## src/rtl/pc_seq_pkg.sv

```systemverilog
// Shared definitions for the program-counter sequencer: next-PC op encoding.
package pc_seq_pkg;

  localparam int OP_W = 3;

  typedef enum logic [OP_W-1:0] {
    OP_SEQ   = 3'd0,
    OP_JMP   = 3'd1,
    OP_BRREL = 3'd2,
    OP_CALL  = 3'd3,
    OP_RET   = 3'd4,
    OP_HOLD  = 3'd5,
    OP_RSV6  = 3'd6,
    OP_RSV7  = 3'd7
  } op_e;

endpackage

```

## src/rtl/pc_ras.sv

```systemverilog
// Return-address stack: LIFO of DEPTH entries with registered full/empty.
// Push is ignored when full, pop is ignored when empty; the counter never wraps.
module pc_ras #(
  parameter int W     = 8,
  parameter int DEPTH = 4
) (
  input  logic         clk,
  input  logic         reset,
  input  logic         push,
  input  logic         pop,
  input  logic [W-1:0] din,
  output logic [W-1:0] top,
  output logic         full,
  output logic         empty
);

  localparam int AW = $clog2(DEPTH);
  localparam int CW = AW + 1;

  logic [CW-1:0] count_r;
  logic [CW-1:0] count_nxt_s;
  logic [CW-1:0] count_dec_s;
  logic [AW-1:0] top_idx_s;
  logic          full_r;
  logic          empty_r;
  logic [W-1:0]  mem_r [DEPTH];

  // Next occupancy: accepted push increments, accepted pop decrements.
  always_comb begin
    count_nxt_s = count_r;
    count_dec_s = count_r - CW'(1);
    top_idx_s   = count_dec_s[AW-1:0];
    if (push && !full_r) begin
      count_nxt_s = count_r + CW'(1);
    end else if (pop && !empty_r) begin
      count_nxt_s = count_dec_s;
    end else begin
      count_nxt_s = count_r;
    end
  end

  // Occupancy counter and status flags, flags reflecting the post-edge count.
  always_ff @(posedge clk) begin
    if (reset) begin
      count_r <= CW'(0);
      full_r  <= 1'b0;
      empty_r <= 1'b1;
    end else begin
      count_r <= count_nxt_s;
      full_r  <= (count_nxt_s == CW'(DEPTH));
      empty_r <= (count_nxt_s == CW'(0));
    end
  end

  // Entry storage; not cleared by reset since occupancy alone defines validity.
  always_ff @(posedge clk) begin
    if (!reset && push && !full_r) begin
      mem_r[count_r[AW-1:0]] <= din;
    end
  end

  assign top   = mem_r[top_idx_s];
  assign full  = full_r;
  assign empty = empty_r;

endmodule

```

## src/rtl/pc_sequencer.sv

```systemverilog
// Program-counter sequencer: next-PC selection, PC register, delayed enable,
// sticky stack error flags, and a return-address stack for CALL/RET.
module pc_sequencer
  import pc_seq_pkg::*;
#(
  parameter int             W         = 8,
  parameter int             STEP      = 2,
  parameter logic [W-1:0]   RESET_VEC = {{(W-1){1'b1}}, 1'b0},
  parameter int             RAS_DEPTH = 4
) (
  input  logic            CLK,
  input  logic            RESET,
  input  logic            EN_L,
  input  logic [OP_W-1:0] op,
  input  logic [W-1:0]    target,
  output logic [W-1:0]    pc_out,
  output logic            PreEN_L,
  output logic            ras_full,
  output logic            ras_empty,
  output logic            err_ovf,
  output logic            err_unf
);

  localparam logic [W-1:0] STEP_W = W'(STEP);

  logic [W-1:0] pc_r;
  logic [W-1:0] pc_nxt_s;
  logic [W-1:0] pc_seq_s;
  logic         pre_en_r;
  logic         err_ovf_r;
  logic         err_unf_r;
  logic         adv_s;
  logic         push_s;
  logic         pop_s;
  logic         set_ovf_s;
  logic         set_unf_s;
  logic [W-1:0] ras_top_s;
  logic         ras_full_s;
  logic         ras_empty_s;

  // Next-PC mux and stack request decode; stack is only touched on an advancing edge.
  always_comb begin
    adv_s     = !EN_L && !RESET;
    pc_seq_s  = pc_r + STEP_W;
    pc_nxt_s  = pc_seq_s;
    push_s    = 1'b0;
    pop_s     = 1'b0;
    set_ovf_s = 1'b0;
    set_unf_s = 1'b0;
    case (op)
      OP_SEQ:   pc_nxt_s = pc_seq_s;
      OP_JMP:   pc_nxt_s = target;
      OP_BRREL: pc_nxt_s = pc_r + target;
      OP_CALL: begin
        pc_nxt_s  = target;
        push_s    = adv_s && !ras_full_s;
        set_ovf_s = ras_full_s;
      end
      OP_RET: begin
        if (ras_empty_s) begin
          pc_nxt_s  = pc_seq_s;
          set_unf_s = 1'b1;
        end else begin
          pc_nxt_s = ras_top_s;
          pop_s    = adv_s;
        end
      end
      OP_HOLD:  pc_nxt_s = pc_r;
      default:  pc_nxt_s = pc_seq_s;
    endcase
  end

  // PC register, delayed enable and sticky error flags; reset wins over everything.
  always_ff @(posedge CLK) begin
    if (RESET) begin
      pc_r      <= RESET_VEC;
      pre_en_r  <= 1'b1;
      err_ovf_r <= 1'b0;
      err_unf_r <= 1'b0;
    end else begin
      pre_en_r <= EN_L;
      if (!EN_L) begin
        pc_r      <= pc_nxt_s;
        err_ovf_r <= err_ovf_r | set_ovf_s;
        err_unf_r <= err_unf_r | set_unf_s;
      end
    end
  end

  pc_ras #(
    .W     (W),
    .DEPTH (RAS_DEPTH)
  ) u_ras (
    .clk   (CLK),
    .reset (RESET),
    .push  (push_s),
    .pop   (pop_s),
    .din   (pc_seq_s),
    .top   (ras_top_s),
    .full  (ras_full_s),
    .empty (ras_empty_s)
  );

  assign pc_out    = pc_r;
  assign PreEN_L   = pre_en_r;
  assign ras_full  = ras_full_s;
  assign ras_empty = ras_empty_s;
  assign err_ovf   = err_ovf_r;
  assign err_unf   = err_unf_r;

endmodule

```

## config.mk

```make
export PLATFORM = sky130hd
export DESIGN_NAME = pc_sequencer
export DESIGN_NICKNAME = d
export VERILOG_FILES = /design/src/rtl/pc_seq_pkg.sv /design/src/rtl/pc_ras.sv /design/src/rtl/pc_sequencer.sv
export SDC_FILE = /design/constraint.sdc
export NUM_CORES = 1
export LEC_CHECK = 0
export ABC_AREA = 0
export CORE_UTILIZATION = 50
export CTS_CLUSTER_DIAMETER = 60
export DETAILED_ROUTE_END_ITERATION = 8
export PLACE_DENSITY = 0.75
export SYNTH_ARGS = -nofsm -noshare
export SYNTH_HDL_FRONTEND = slang
export SYNTH_SLANG_ARGS = --single-unit
```

## constraint.sdc

```tcl
create_clock -name CLK -period 2.47 [get_ports CLK]
set_input_delay 0.3705 -clock CLK [delete_from_list [all_inputs] [get_ports CLK]]
set_output_delay 0.3705 -clock CLK [all_outputs]
set_load 0.05 [all_outputs]
```

==> impl_metrics.env, run 1 <==
export IMPL_outcome="complete, no violations"
export IMPL_grt_max_degree=17
export IMPL_switching_share=0.296
export IMPL_finClkSkew_ps=7.05
export IMPL_cts_tree="yes"
export IMPL_hold_path_class="reg2reg"
export IMPL_synth_top_cell_area_share=0.362
export IMPL_ys_flop_type="edfxtp_1"
export IMPL_worstMarginPinSlew_ps=510
export IMPL_yosysMostFrequentCell="edfxtp_1"
export IMPL_period_needed_ps=2210
export IMPL_p_total_mw=2.21
export IMPL_dp_hpwl_mm=4.49
export IMPL_dr_total_vias=2064
export IMPL_diodes=0
export IMPL_antenna_found_initial=0
export IMPL_grt_pass1_wl_mm=9.40
export IMPL_switchingPower_mw=0.654
export IMPL_r2r_end="pc_out[2]$_SDFFE_PP1P_"
export IMPL_hp_start="err_unf$_SDFFE_PP0N_"
export IMPL_cts_buffer_depth=2
export IMPL_io_buffers=26
export IMPL_crit_path_start_kind="input port"
export IMPL_yosysSeqAreaShare=0.482
export IMPL_drt_initial_drc_count=149
export IMPL_grt_ovfl_total=0
export IMPL_synthXorXnorAreaFrac=0.0330
export IMPL_r2r_start="pc_out[0]$_SDFFE_PP0P_"
export IMPL_cts_resized=0
export IMPL_firstDrtPassIters=4
export IMPL_synth_compound_area_frac=0.153
export IMPL_initial_utilization=0.520
export IMPL_area_growth_pct=20.4
export IMPL_synth_area_mm2=0.00266
export IMPL_fill_cells=411
export IMPL_synth_mux_area_frac=0.0716
export IMPL_critPathArrivalTime_ps=2390
export IMPL_fp_dieH_um=74.9
export IMPL_cts_buffers=5
export IMPL_utilization=0.626
export IMPL_layout_drive_gt1_share=0.135
export IMPL_synth_seq_cells=48
export IMPL_finalHoldViolations=0
export IMPL_reg2reg_depth=9
export IMPL_fp_coreArea_mm2=0.00511
export IMPL_rsz0062_at_grt="false"
export IMPL_startpoint="target[0]"
export IMPL_synth_simple_area_share=0.155
export IMPL_crit_fanout=3
export IMPL_cap_violations=0
export IMPL_wl_per_cell_um=17.7
export IMPL_place_congestion=0.907
export IMPL_netlist_top_cells_count="32 x edfxtp_1, 17 x nor2_1, 16 x dfxtp_1"
export IMPL_p_seq_frac=0.432
export IMPL_grt_pass1_vias=1862
export IMPL_yosysTopAreaCell="edfxtp_1"
export IMPL_post_cts_buffers=0
export IMPL_drc=0
export IMPL_combinationalPowerShare=0.260
export IMPL_peakVddDrop_uv=430
export IMPL_track_usage=0.232
export IMPL_drt_wl_total_mm=6.09
export IMPL_nNetsFinal=301
export IMPL_synthesis_instances=237
export IMPL_rows=26
export IMPL_setup_ws_ps=260
export IMPL_clkSinkCount=48
export IMPL_clkPwrFrac=0.308
export IMPL_htreeDepth=2
export IMPL_critical_path_class="in2reg"
export IMPL_synth_edf_count=32
export IMPL_max_freq_mhz=453
export IMPL_min_to="err_unf$_SDFFE_PP0N_"
export IMPL_critPathRequiredTime_ps=2650
export IMPL_ys_types=54
export IMPL_synth_top_family_by_area="simple AND/OR/NAND/NOR gates"
export IMPL_yosys_warnings=0
export IMPL_power_density_mw_per_mm2=692
export IMPL_avgSynthCellArea_um2=11.2
export IMPL_setup_viol=0
export IMPL_ctsHoldBuffers=0
export IMPL_die_x_um=74.9
export IMPL_hold_ws_ps=482
export IMPL_die_area_mm2=0.00561
export IMPL_clockRootBuffer="clkbuf_8"
export IMPL_power_leakage_nw=1.17
export IMPL_p_int_mw=1.56
export IMPL_cp_end_kind="register"
export IMPL_dp_slack_ps=-10.3
export IMPL_finalMaxSlewViolations=0
export IMPL_antenna_left=0
export IMPL_holdPathStages=2
export IMPL_synth_area_leaders="edfxtp_1 36%, dfxtp_1 12%, mux4_2 6.8%, ha_1 5.6%, nor2_1 2.4%"
export IMPL_ios=27
export IMPL_synthAdderAreaFrac=0.0640
export IMPL_fin_crit_sh=0.895
export IMPL_synth_fp_nets=264
export IMPL_clk_pin_slew_worst_paths_ps=90
export IMPL_reg2reg_slack_ps=280
export IMPL_avgViaCountPerCell=5.98
export IMPL_clk_latency_ps=300
export IMPL_postSynth_asyncResetShare=0
export IMPL_max_slew_margin=0.658
-- cells in the final DEF (no fill, tap or decap), drive strengths merged, types with 2 or more instances in the layout --
cell type      netlist  routed
edfxtp              32      32
clkbuf               4       5
ha                  12      12
or3b                 2       2
o32a                 2       2
and3                 6       6
a211oi               3       3
nand4                3       3
nand3                6       6
a211o                3       3
o21a                 2       2
bufinv               0       2
mux4                 8       8
inv                 12      13
nor2                17      17
a21o                 2       2
nor3b                2       2
clkdlybuf4s50        0      26
nor4b                3       3
xor2                 3       3
o22ai                7       7
a221oi               2       2
buf                  8      16
nor2b                4       4
nand2               13      13
a21oi               10      10
nand2b               9       9
nor3                 4       4
dfxtp               16      16
o211ai               2       2
a31oi                5       5
o21ai                8       8
a22oi                3       3
and2                 2       2
xnor2                7       7
-- cell families after synthesis --
group	after synthesis
multiplexers	9
adder cells (fa/ha/maj)	13
AND/OR/NAND/NOR	75
buffers and inverters	24
flip-flops	48
XOR/XNOR	10
AO/OA/AOI/OAI	58
-- power by group through the flow --
stage / registers [mW] / clock network, mW / logic [mW]
final: 0.956 / 0.682 / 0.575
after global routing: 0.961 / 0.725 / 0.623
after CTS: 0.956 / 0.696 / 0.570
after detailed placement: 0.974 / 0 / 0.566
after global placement: 0.973 / 0 / 0.554
after floorplan: 1.03 / 0 / 0.325
-- flip-flops by register name (all words and copies together) (netlist names) --
register and count:
err_unf 1, pc_out 8, err_ovf 1, u_ras.mem_r 32, PreEN_L 1, u_ras.full 1, u_ras.empty 1, u_ras.count_r 3
-- per-stage QoR --
step	area, um^2	TNS (ps)	instances
after detailed placement	3060	-14.8	337
final	3200	0	345
after floorplan	2660	0	237
after CTS	3200	0	345
after global placement	3060	-3.46	337
after global routing	3200	0	345
-- layout make-up --
type / count / area, um^2 / area share
Timing Repair Buffer: 42 / 380 / 0.119
Multi-Input combinational cell: 165 / 1270 / 0.396
Clock inverter: 3 / 68.8 / 0.0215
Sequential cell: 48 / 1280 / 0.400
Clock buffer: 5 / 68.8 / 0.0215
Tap cell: 70 / 87.6 / 0.0274
Inverter: 12 / 45.0 / 0.0141
-- worst max-delay path by stage --
stage / end
final: pc_out[2]$_SDFFE_PP1P_
after global routing: pc_out[6]$_SDFFE_PP1P_
after CTS: pc_out[6]$_SDFFE_PP1P_
after detailed placement: pc_out[2]$_SDFFE_PP1P_
after global placement: pc_out[6]$_SDFFE_PP1P_
after floorplan: pc_out[6]$_SDFFE_PP1P_
-- critical path, stage by stage --
cell and delay (ps):
clkdlybuf4s50_1 480, ha_1 220, inv_1 70, fa_1 370, nand2b_1 170, buf_4 140, nand4b_1 80, a21oi_1 80
a221oi_1 280, o211ai_1 120
-- per-layer routing --
| metal | share of wire | wire length, um | GRT usage |
|---|---|---|---|
| met1 | 0.44 | 2660 | 0.322 |
| met2 | 0.49 | 2970 | 0.355 |
| met3 | 0.062 | 375 | 0.0495 |
| met4 | 0.014 | 87 | 0.0943 |
| met5 | 0 | 0 | 0 |
(Power assumes the default switching activity.)
==> run 2, diff against run 1 <==
--- a/config.mk
+++ b/config.mk
@@ -6,10 +6,12 @@
 export NUM_CORES = 1
 export LEC_CHECK = 0
 export ABC_AREA = 0
+export CORE_MARGIN = 2
 export CORE_UTILIZATION = 50
 export CTS_CLUSTER_DIAMETER = 60
 export DETAILED_ROUTE_END_ITERATION = 8
 export PLACE_DENSITY = 0.75
+export SKIP_CTS_REPAIR_TIMING = 1
 export SYNTH_ARGS = -nofsm -noshare
 export SYNTH_HDL_FRONTEND = slang
 export SYNTH_SLANG_ARGS = --single-unit
==> run 2 against run 1 <==
  * First-iteration DRC count increased by 2.0%
  * Largest power group unchanged
  * Die area up 5.4%
  * Clock power fell by 30%
  * Global-route usage is 1.9 points lower
  * Core utilization down 0.76 points
  * Sequential cell count unchanged
  * Non-clock buffer count grew 1
  * Fmax up 1.3%
==> impl_metrics.env, run 2 (synthesis gave the netlist of run 1 again) <==
export IMPL_max_freq_mhz=459
export IMPL_layout_drive_gt1_share=0.138
export IMPL_rsz0062_at_grt="false"
export IMPL_critPathRequiredTime_ps=2670
export IMPL_clk_pin_slew_worst_paths_ps=90
export IMPL_dp_cells=338
export IMPL_dr_total_vias=2046
export IMPL_fin_crit_sh=0.883
export IMPL_grt_ovfl_total=0
export IMPL_firstDrtPassIters=4
export IMPL_fp_dieH_um=76.9
export IMPL_peakVddDrop_uv=415
export IMPL_fin_setup_tns_ps=0
export IMPL_utilization=0.619
export IMPL_place_area_mm2=0.00307
export IMPL_power_leakage_nw=1.15
export IMPL_fin_area_mm2=0.00316
export IMPL_crit_fanout=3
export IMPL_hold_path_class="reg2reg"
export IMPL_antenna_left=0
export IMPL_outcome="complete, no violations"
export IMPL_period_needed_ps=2180
export IMPL_cts_buffer_depth=2
export IMPL_dp_hpwl_mm=4.46
export IMPL_rows=26
export IMPL_worstMarginPinSlew_ps=515
export IMPL_ios=27
export IMPL_fp_coreArea_mm2=0.00511
export IMPL_drt_wl_total_mm=5.99
export IMPL_final_cell_mix="32 x edfxtp_1, 26 x clkdlybuf4s50_1, 17 x nor2_1, 17 x buf_4, 16 x dfxtp_1"
export IMPL_cap_violations=0
export IMPL_area_growth_pct=18.9
export IMPL_final_cells=346
export IMPL_max_slew_margin=0.655
export IMPL_track_usage=0.213
export IMPL_clockRootBuffer="clkbuf_8"
export IMPL_grt_pass1_vias=2000
export IMPL_io_buffers=26
export IMPL_clkSinkCount=48
export IMPL_finalMaxSlewViolations=0
export IMPL_clk_latency_ps=300
export IMPL_finClkSkew_ps=6.66
export IMPL_initial_utilization=0.520
export IMPL_cp_end_kind="register"
export IMPL_critical_path_class="in2reg"
export IMPL_setup_viol=0
export IMPL_nNetsFinal=302
export IMPL_setup_ws_ps=289
export IMPL_crit_path_start_kind="input port"
export IMPL_htreeDepth=2
export IMPL_grt_max_degree=17
export IMPL_dp_slack_ps=-28.5
export IMPL_critPathArrivalTime_ps=2380
export IMPL_wl_per_cell_um=17.3
export IMPL_antenna_found_initial=0
export IMPL_die_area_mm2=0.00591
export IMPL_power_density_mw_per_mm2=634
export IMPL_p_total_mw=2.00
export IMPL_largest_reg_flops=32
export IMPL_place_congestion=0.910
export IMPL_drt_initial_drc_count=152
export IMPL_drc=0
export IMPL_diodes=0
export IMPL_cts_buffers=5
export IMPL_die_x_um=76.9
export IMPL_avgViaCountPerCell=5.91
export IMPL_finalHoldViolations=0
export IMPL_cts_tree="yes"
export IMPL_grt_pass1_wl_mm=9.85
export IMPL_final_common_cell="edfxtp_1"
export IMPL_hold_ws_ps=495
run 2: cell count changes in the layout (fill, tap and decap cells not counted), sizes merged:
cell and delta:
bufinv -2, clkinv +2, buf +1
run 2: layout make-up:
cell class,instances,area [um^2]
multi-input combinational,165,1270
inverter,12,45.0
clock inverter,3,22.5
sequential,48,1280
fill,399,1950
tap,70,87.6
timing repair buffer,43,388
clock buffer,5,68.8
run 2: layer usage:
metal / share of wire / up-vias / GRT usage
met5: 0 / - / 0
met2: 0.48 / 62 / 0.353
li1: - / 982 / -
met1: 0.44 / 987 / 0.272
met3: 0.050 / 15 / 0.0482
met4: 0.027 / 0 / 0.0818
run 2: path summary, 6_finish.rpt:
| check | start | end | slack, ps | depth (start not counted) |
|---|---|---|---|---|
| max | target[0] | pc_out[6]$_SDFFE_PP1P_ | 290 | 9 |
| min | err_unf$_SDFFE_PP0N_ | err_unf$_SDFFE_PP0N_ | 500 | 2 |
| min reg2reg | err_unf$_SDFFE_PP0N_ | err_unf$_SDFFE_PP0N_ | 500 | 2 |
| max reg2reg | pc_out[0]$_SDFFE_PP0P_ | pc_out[6]$_SDFFE_PP1P_ | 310 | 8 |
run 2: power breakdown:
group | internal, mW | leakage (nW) | total (mW) | switching (mW)
Combinational | 0.234 | 0.680 | 0.572 | 0.338
Sequential | 0.918 | 0.421 | 0.957 | 0.0389
Clock | 0.203 | 0.0485 | 0.476 | 0.273
run 2: worst max-delay path: stages:
cell	delay, ps
clkdlybuf4s50_1	490
ha_1	210
inv_1	70
fa_1	370
nand2b_1	170
a21oi_1	210
mux2i_1	230
o22ai_1	100
o22a_1	160
